$ cat config.mk
export PLATFORM = sky130hd
export DESIGN_NAME = alu_sequencer
export DESIGN_NICKNAME = d
export VERILOG_FILES = /design/src/rtl/alu_sequencer_pkg.sv /design/src/rtl/alu_seq_regfile.sv /design/src/rtl/alu_sequencer.sv
export SDC_FILE = /design/constraint.sdc
export NUM_CORES = 1
export LEC_CHECK = 0
export BUFFER_PORTS_ARGS = -buffer_cell sky130_fd_sc_hd__buf_2
export CORE_ASPECT_RATIO = 0.9
export CORE_MARGIN = 2
export CORE_UTILIZATION = 45
export CTS_CLUSTER_DIAMETER = 60
export DETAILED_ROUTE_END_ITERATION = 16
export PLACE_DENSITY = 0.73
export SLEW_MARGIN = 15
export SYNTH_ARGS = -nofsm -noshare
export SYNTH_HDL_FRONTEND = slang
export SYNTH_HIERARCHICAL = 1
export SYNTH_SLANG_ARGS = --single-unit
$ cat constraint.sdc
create_clock -name clk -period 5.94 [get_ports clk]
set_clock_uncertainty 0.2 [all_clocks]
set_input_delay 1.188 -clock clk [delete_from_list [all_inputs] [get_ports clk]]
set_output_delay 1.188 -clock clk [all_outputs]
set_load 0.05 [all_outputs]
$ cat src/rtl/alu_sequencer_pkg.sv
// Shared definitions for the ALU sequencer: state encoding, opcodes and
// instruction field positions. SEQ_SINGLE_STEP_EN adds the HOLD state.
package alu_sequencer_pkg;

   typedef enum logic [2:0] {
      S_IDLE  = 3'd0,
      S_FETCH = 3'd1,
      S_EXEC  = 3'd2,
      S_MEM   = 3'd3,
      S_WB    = 3'd4
`ifdef SEQ_SINGLE_STEP_EN
      , S_HOLD = 3'd5
`endif
   } state_t;

   localparam logic [1:0] OP_ADD = 2'd0;
   localparam logic [1:0] OP_SUB = 2'd1;
   localparam logic [1:0] OP_XOR = 2'd2;
   localparam logic [1:0] OP_MOV = 2'd3;

   // Instruction layout: [7:6] opcode, [5:4] rd, [3:2] rs, [3:0] addrs
   localparam int OP_MSB    = 7;
   localparam int OP_LSB    = 6;
   localparam int RD_MSB    = 5;
   localparam int RD_LSB    = 4;
   localparam int RS_MSB    = 3;
   localparam int RS_LSB    = 2;
   localparam int ADDRS_MSB = 3;
   localparam int ADDRS_LSB = 0;

   localparam int NUM_REGS = 4;

endpackage

$ cat src/rtl/alu_seq_regfile.sv
// Four 8-bit registers: two asynchronous read ports, one synchronous write
// port, asynchronous active-high reset to zero. A read of the register being
// written returns the old value until the clock edge.
module alu_seq_regfile
   import alu_sequencer_pkg::*;
(
   input  logic       clk,
   input  logic       rst,
   input  logic [1:0] raddr0,
   output logic [7:0] rdata0,
   input  logic [1:0] raddr1,
   output logic [7:0] rdata1,
   input  logic       we,
   input  logic [1:0] waddr,
   input  logic [7:0] wdata
);

   logic [7:0] regs [NUM_REGS];

   // Register storage: cleared on reset, single write per cycle
   always_ff @(posedge clk or posedge rst) begin
      if (rst) begin
         for (int i = 0; i < NUM_REGS; i++) begin
            regs[i] <= '0;
         end
      end else if (we) begin
         regs[waddr] <= wdata;
      end
   end

   assign rdata0 = regs[raddr0];
   assign rdata1 = regs[raddr1];

endmodule

$ cat src/rtl/alu_sequencer.sv
// ALU sequencer: fetches 8-bit instructions, drives an external ALU, performs
// optional data-memory transfers and writes results back to a 4-entry
// register file. Optional macro SEQ_SINGLE_STEP_EN adds a step input and a
// HOLD state so each instruction needs a step rising edge to start.
module alu_sequencer
   import alu_sequencer_pkg::*;
(
   input  logic       clk,
   input  logic       rst,
   input  logic       run,
`ifdef SEQ_SINGLE_STEP_EN
   input  logic       step,
`endif
   output logic       fetch_req,
   output logic [3:0] fetch_addr,
   input  logic       fetch_valid,
   input  logic [7:0] fetch_data,
   output logic [1:0] alu_opcode,
   output logic [3:0] alu_addrs,
   output logic [7:0] alu_din0,
   output logic [7:0] alu_din1,
   input  logic [7:0] alu_dout,
   input  logic       alu_carry,
   input  logic       alu_borrow,
   input  logic       alu_carry_en,
   input  logic       alu_bcf,
   input  logic       alu_mem_write,
   input  logic       alu_mem_read,
   input  logic       alu_toggle,
   output logic       mem_req,
   output logic       mem_we,
   output logic [7:0] mem_addr,
   output logic [7:0] mem_wdata,
   input  logic       mem_ack,
   input  logic [7:0] mem_rdata,
   output logic       toggle_q,
   output logic       busy
);

   state_t     state, state_next;
   logic [3:0] pc;
   logic [7:0] instr;
   logic [7:0] result;
   logic       flag;
   logic       mem_write_lat;
   logic       mem_read_lat;
   logic       toggle_lat;
   logic       bcf_lat;

   logic [1:0] opcode;
   logic [1:0] rd;
   logic [1:0] rs;
   logic [3:0] addrs;
   logic [7:0] rd_data;
   logic [7:0] rs_data;
   logic       wb_write;

   assign opcode = instr[OP_MSB:OP_LSB];
   assign rd     = instr[RD_MSB:RD_LSB];
   assign rs     = instr[RS_MSB:RS_LSB];
   assign addrs  = instr[ADDRS_MSB:ADDRS_LSB];

   // MOV with a memory write is a pure store and leaves rd untouched
   assign wb_write = (opcode != OP_MOV) || !mem_write_lat;

   alu_seq_regfile u_regfile (
      .clk    (clk),
      .rst    (rst),
      .raddr0 (rd),
      .rdata0 (rd_data),
      .raddr1 (rs),
      .rdata1 (rs_data),
      .we     ((state == S_WB) && wb_write),
      .waddr  (rd),
      .wdata  (result)
   );

   assign fetch_addr = pc;
   assign alu_opcode = opcode;
   assign alu_addrs  = addrs;
   assign alu_din0   = rd_data;
   assign alu_din1   = rs_data;
   assign mem_addr   = rs_data;
   assign mem_wdata  = rd_data;
   assign mem_we     = mem_write_lat;

`ifdef SEQ_SINGLE_STEP_EN
   logic step_prev;
   logic step_rise;

   // Remember last step level so a rising edge can be detected in HOLD
   always_ff @(posedge clk or posedge rst) begin
      if (rst) step_prev <= 1'b0;
      else     step_prev <= step;
   end

   assign step_rise = step & ~step_prev;
`endif

   // State register
   always_ff @(posedge clk or posedge rst) begin
      if (rst) state <= S_IDLE;
      else     state <= state_next;
   end

   // Next-state and handshake outputs
   always_comb begin
      state_next = state;
      fetch_req  = 1'b0;
      mem_req    = 1'b0;
      busy       = (state != S_IDLE);
      case (state)
         S_IDLE:  if (run) state_next = S_FETCH;
         S_FETCH: begin
            fetch_req = 1'b1;
            if (fetch_valid) state_next = S_EXEC;
         end
         S_EXEC:  state_next = (alu_mem_read || alu_mem_write) ? S_MEM : S_WB;
         S_MEM: begin
            mem_req = 1'b1;
            if (mem_ack) state_next = S_WB;
         end
`ifdef SEQ_SINGLE_STEP_EN
         S_WB:    state_next = run ? S_HOLD : S_IDLE;
         S_HOLD: begin
            if (!run)          state_next = S_IDLE;
            else if (step_rise) state_next = S_FETCH;
         end
`else
         S_WB:    state_next = run ? S_FETCH : S_IDLE;
`endif
         default: state_next = S_IDLE;
      endcase
   end

   // Datapath: instruction latch, ALU/memory result, flag, strobes, pc
   always_ff @(posedge clk or posedge rst) begin
      if (rst) begin
         pc            <= '0;
         instr         <= '0;
         result        <= '0;
         flag          <= 1'b0;
         toggle_q      <= 1'b0;
         mem_write_lat <= 1'b0;
         mem_read_lat  <= 1'b0;
         toggle_lat    <= 1'b0;
         bcf_lat       <= 1'b0;
      end else begin
         case (state)
            S_FETCH: if (fetch_valid) instr <= fetch_data;
            S_EXEC: begin
               result        <= alu_dout;
               mem_write_lat <= alu_mem_write;
               mem_read_lat  <= alu_mem_read & ~alu_mem_write;
               toggle_lat    <= alu_toggle;
               bcf_lat       <= alu_bcf;
               if (alu_carry_en) begin
                  if (opcode == OP_ADD)      flag <= alu_carry;
                  else if (opcode == OP_SUB) flag <= alu_borrow;
               end
            end
            S_MEM: if (mem_ack && mem_read_lat) result <= mem_rdata;
            S_WB: begin
               if (toggle_lat) toggle_q <= ~toggle_q;
               pc <= (bcf_lat && flag) ? addrs : pc + 4'd1;
            end
            default: ;
         endcase
      end
   end

endmodule

* Word level (Yosys, flattened, before mapping)
Index checks and enable logic that the tools add are counted.
** Operators by class
- Eq/ne operators :: 10
- Add/sub/neg operators :: 1
- Magnitude comparators :: 3
- Multiplexer cells :: 22
- Reductions and logical operators :: 17
- Bitwise logic cells :: 5
** Operator list (number)
- $mux W8 :: 6
- $bmux W8 S2 :: 2
- $bwmux W32 :: 1
- $demux W8 S2 :: 1
- $pmux W8 S2 :: 1
- $pmux W3 S5 :: 1
- $mux W3 :: 4
- $ne A2 B2 Y1 const B :: 5
- $eq A3 B2 Y1 const B :: 2
- $ge A3 B3 Y1 const B :: 2
- $not A2 Y3 :: 2
- $reduce_and A2 Y1 :: 3
- $reduce_and A3 Y1 :: 2
- $mux W1 :: 5
- $add A4 B1 Y4 const B :: 1
- $logic_and A1 B1 Y1 :: 4
- $mux W4 :: 1
- $reduce_bool A2 Y1 :: 2
- $eq A3 B1 Y1 const B :: 1
- $eq A3 B3 Y1 const B :: 1
- $logic_not A3 Y1 :: 1
- $lt A3 B1 Y1 const B :: 1
- $reduce_bool A3 Y1 :: 1
- $eq A2 B1 Y1 const B :: 1
- other kinds (5) :: 7
** Word-level totals
- Output and inout port bits :: 47
- Word-level logic and storage cells :: 72
- Bits in registers :: 61

* Longest topological paths before layout
- Depth after elaboration :: 6
- Gate-level depth with buffers :: 6
- Gate-level depth less buffers :: 4

* Modules after synthesis
Netlist, hierarchy kept.
** Modules (own cells, without submodules)
- alu_seq_regfile :: area an instance 1594.0 µm², instances 1, cells an instance 89
- alu_sequencer :: area an instance 1551.5 µm², instances 1, cells an instance 148

* Worst setup path before layout
No wires, ideal clock.
- Kind :: register -> output
- Start point :: reg instr[4]
- End point :: out mem_wdata[0]
- Arrival time :: 1.680 ns
- Slack :: 2.872 ns
- Buffers on the path :: 2
- Stages on the path, launching flop included :: 4
- Path through :: dfrtp_1 -> buf_2 -> mux4_2 -> buf_4
** On the way
- Longest elaborated chain between the ends :: 4
** RTL lines
- from (decl) :: line alu_sequencer.sv:42 : logic [7:0] instr;
- from (signal assigned) :: line alu_sequencer.sv:150 : S_FETCH: if (fetch_valid) instr <= fetch_data;
- $not A2 Y3 (not written as such) :: line alu_seq_regfile.sv:31 : assign rdata0 = regs[raddr0];
- $bmux W8 S2 :: line alu_seq_regfile.sv:31
- $mux W8 (not written as such) (2 in series) :: line alu_seq_regfile.sv:31
- to (decl) :: line alu_sequencer.sv:33 : output logic [7:0] mem_wdata,
Every way passes these cells. The select of a mux whose other input is x is not followed.

* Final worst setup path
- Start point :: reg instr[4]
- End point :: out mem_wdata[7]
Same word-level chain as after synthesis.

==> results.md <==
- The number of unique standard cell types used by synthesis is 36.
- The global-route wire length before repair is 9715 um.
- Dividing the detail-routed wire length by the instance count gives 15.03 um.
- The detailed placement HPWL is 4367 um.
- For this run, the slowest stage of the critical path takes 0.84 ns.
- Entering global routing, the biggest net connects 33 pins.
- Static timing analysis puts the maximum clock frequency at 295.3 MHz.
- The number of flops mapped to enable cells by yosys is 0.
- The time the final worst path needs with I/O delays and setup is 3.387 ns.
- After floorplanning, the core was divided into 28 placement rows.
- Before antenna repair, the detailed router went through 4 iterations.
- After detailed routing, the total wire length is 5951 um.
- The run finished with clean final reports.
- Setup repair after global routing left no endpoint under its margin.
- Counting flops with an async set or reset pin after synthesis yields a share of 1.000.
- The core outline area is 6656 sq um.
- The number of warnings issued by yosys is 6.
- The average vias per placed instance is 5.177.
- The clock tree from TritonCTS is built.
- The post-synthesis cell count is 237.
- The number of global-route vias before repair came to 1,962.
- The most used flip-flop cell after synthesis is sky130_fd_sc_hd__dfrtp_1.
- In the layout the commonest cells are sky130_fd_sc_hd__buf_2 (82), sky130_fd_sc_hd__dfrtp_1 (61), sky130_fd_sc_hd__mux2_2 (43).
- The number of buffers inserted to repair setup after CTS is 0.
- The proportion of synthesized chip area in sequential cells is 0.4853.
- The CTS root buffer is sky130_fd_sc_hd__clkbuf_8.
- The deepest level of the CTS H-tree is 3.
- The number of top-level pins is 83.
- The setup violation total in the final timing report is 0.
- The post-cts resize count is 0.
- The most common cell after layout, fill and taps aside is sky130_fd_sc_hd__buf_2.
- The number of placed cells counting well taps is 380.
- The clock sink count is 61.
- The top cell type's share of synthesized area is 0.4853.
- Global routing finished with a remaining overflow of 0.
- Routability-driven placement finished with a final weighted congestion of 0.7860.
- The final standard cell count with taps included and fillers excluded is 396.
- The area of the die is 7676 sq um.
- The number of nets in the layout is 338.
- The first routing iteration left 70 violations.
- The global router's overall resource usage is 0.1627.
- The tool flagged a number of max-cap violations equal to 0.
- The count of inserted antenna diode cells is 0.
- The relative slew slack is 0.4929.
- In the finished design, the share of the clock period the worst path needs comes to 0.5701.
- Once placement finished, the instance area stood at 3460 sq um.
- The largest area contributor in the netlist is sky130_fd_sc_hd__dfrtp_1.
- The synthesized design contains 61 register bits.
- The post-synth net total is 274.
- The type of the worst min-delay path is register to register.
- Summing all non-filler instances in the final layout gives an area of 3651 sq um.
- In this run the worst path has a maximum fanout of 13.
- The final hold violation count came to 0.
- For this block, the via count after detailed routing is 2,050.
- After clock tree synthesis, the clock-pin slew on the worst setup and hold paths is 0.07 ns.
- In this run, CTS created clock tree buffers numbering 9.
- The maximum number of buffers from clock root to sink is 2.
- Fill cells in the final layout number 579.
- The final number of max-transition violations is 0.
- The category of the worst setup path capture point is an output pin.
- The initial antenna violation count is 0.
- The worst setup path is of the register to output pin kind.
- Input and output buffers added on the ports amount to 82.
- The area overhead of the layout relative to synthesis is 16.07%.
- In this run the remaining antenna-violating nets after routing total 0.
- The fraction of final layout cells with drive strength greater than 1 is 0.5392.
- The required time at the endpoint of the critical path is 4.55 ns.
- STA classifies the critical path startpoint as a register.
- The DRC violations left is 0.
- The initial utilization of the core area, before any placement, comes to 0.4726.
- Measured along the y axis, the die boundary spans 83.32 um.
- The width of the chip is 92.13 um.
- The clock reaches the later pin of the worst-skew pair after 0.33 ns.
- In the post-synthesis netlist, the biggest area contributors are sky130_fd_sc_hd__dfrtp_1 (49%), sky130_fd_sc_hd__mux2_2 (15%), sky130_fd_sc_hd__mux4_2 (11%), sky130_fd_sc_hd__buf_4 (6.0%), sky130_fd_sc_hd__mux2i_1 (3.2%).
- For this design, the CTS-stage hold fixing added 0 buffers.
- At the pin with the least slew margin, the transition time is 0.7607 ns.
- Traced cell by cell, the critical path runs through mux4_2, buf_2.
- In the final timing run, aggregate negative setup slack is 0 ns.
- The slowest stage of the critical path is the sky130_fd_sc_hd__dfrtp_1 cell.
- Dividing the synthesized area by the synthesized cell count gives 13.27 sq um.
- In this run the cell area of the synthesized design comes to 3146 sq um.
- For the worst setup path, the data arrival time is 2.00 ns.
-- synthesized netlist by cell type (2+ instances only) --
cell type / instances
sky130_fd_sc_hd__o21ai_1: 8
sky130_fd_sc_hd__o21ai_0: 5
sky130_fd_sc_hd__mux2i_1: 10
sky130_fd_sc_hd__mux4_2: 16
sky130_fd_sc_hd__buf_1: 2
sky130_fd_sc_hd__nand3b_2: 2
sky130_fd_sc_hd__o22ai_1: 3
sky130_fd_sc_hd__nor3b_4: 2
sky130_fd_sc_hd__nand2_1: 18
sky130_fd_sc_hd__dfrtp_1: 61
sky130_fd_sc_hd__nand3_1: 4
sky130_fd_sc_hd__a21oi_1: 7
sky130_fd_sc_hd__nand2b_1: 2
sky130_fd_sc_hd__buf_2: 2
sky130_fd_sc_hd__nor2_1: 4
sky130_fd_sc_hd__mux2_2: 43
sky130_fd_sc_hd__inv_1: 5
sky130_fd_sc_hd__buf_4: 25
-- kinds of logic after synthesis --
| group | after synthesis | synth area share |
|---|---|---|
| buffers and inverters | 35 | 0.07478 |
| DFF | 61 | 0.4853 |
| adders and majority gates | 1 | 0.003977 |
| AOI/OAI and AO/OA | 28 | 0.05012 |
| muxes | 69 | 0.3003 |
| xor gates and xnor gates | 1 | 0.002785 |
| and+or+nand+nor | 42 | 0.08274 |
-- through the flow --
step           utilization  setup WS (ns)  hold WS [ns]
2_1_floorplan            -          2.872        0.2626
3_3_place_gp        0.5197          2.905        0.2570
3_5_place_dp        0.5197          2.889        0.2623
4_1_cts             0.5485          2.515        0.2772
5_1_grt             0.5485          2.446        0.3049
6_report            0.5485          2.553        0.2752
-- cell type report --
| type | instances | area, sq um | area share |
|---|---|---|---|
| clock buffers | 10 | 127.6 | 0.03496 |
| well taps | 90 | 112.6 | 0.03084 |
| multi-input cells | 141 | 1384 | 0.3790 |
| inverters | 5 | 18.77 | 0.005141 |
| clock inverters | 6 | 63.81 | 0.01748 |
| flip-flops and latches | 61 | 1526 | 0.4181 |
| repair buffers | 83 | 417.9 | 0.1145 |
-- critical path, delay by kind of cell, from the launching register on --
| kind | cells | cell delay (ns) |
|---|---|---|
| DFF | 1 | 0.84 |
| buffers and inverters | 1 | 0.23 |
| muxes | 1 | 0.60 |
-- metal layers --
| layer | GRT usage | vias up | routed length (um) |
|---|---|---|---|
| li1 | - | 973 | - |
| met2 | 0.2480 | 54 | 2773 |
| met3 | 0.03267 | 7 | 223 |
| met1 | 0.2295 | 1016 | 2890 |
| met5 | 0 | - | 0 |
| met4 | 0.06513 | 0 | 63 |
-- worst paths after layout --
path                                from                 end  slack [ns]  depth (start not counted)
worst min-delay path            toggle_q            toggle_q        0.28                          1
max in group asynchronous            rst           result[2]        4.40                          2
worst min register to register  toggle_q            toggle_q        0.28                          1
worst max register to register  state[1]  u_regfile/regs[28]        3.46                          4
min in group asynchronous            rst           result[6]        0.74                          2
worst max-delay path            instr[4]        mem_wdata[7]        2.55                          2
-- registers in the layout, summed over array words and instances (netlist names) --
register / count
toggle_lat: 1
mem_read_lat: 1
toggle_q: 1
bcf_lat: 1
state: 3
instr: 8
flag: 1
result: 8
u_regfile/regs: 32
fetch_addr: 4
mem_we: 1
Power is not shown: default switching activity piles up to over one toggle a cycle in this logic, so the estimate is an artifact.
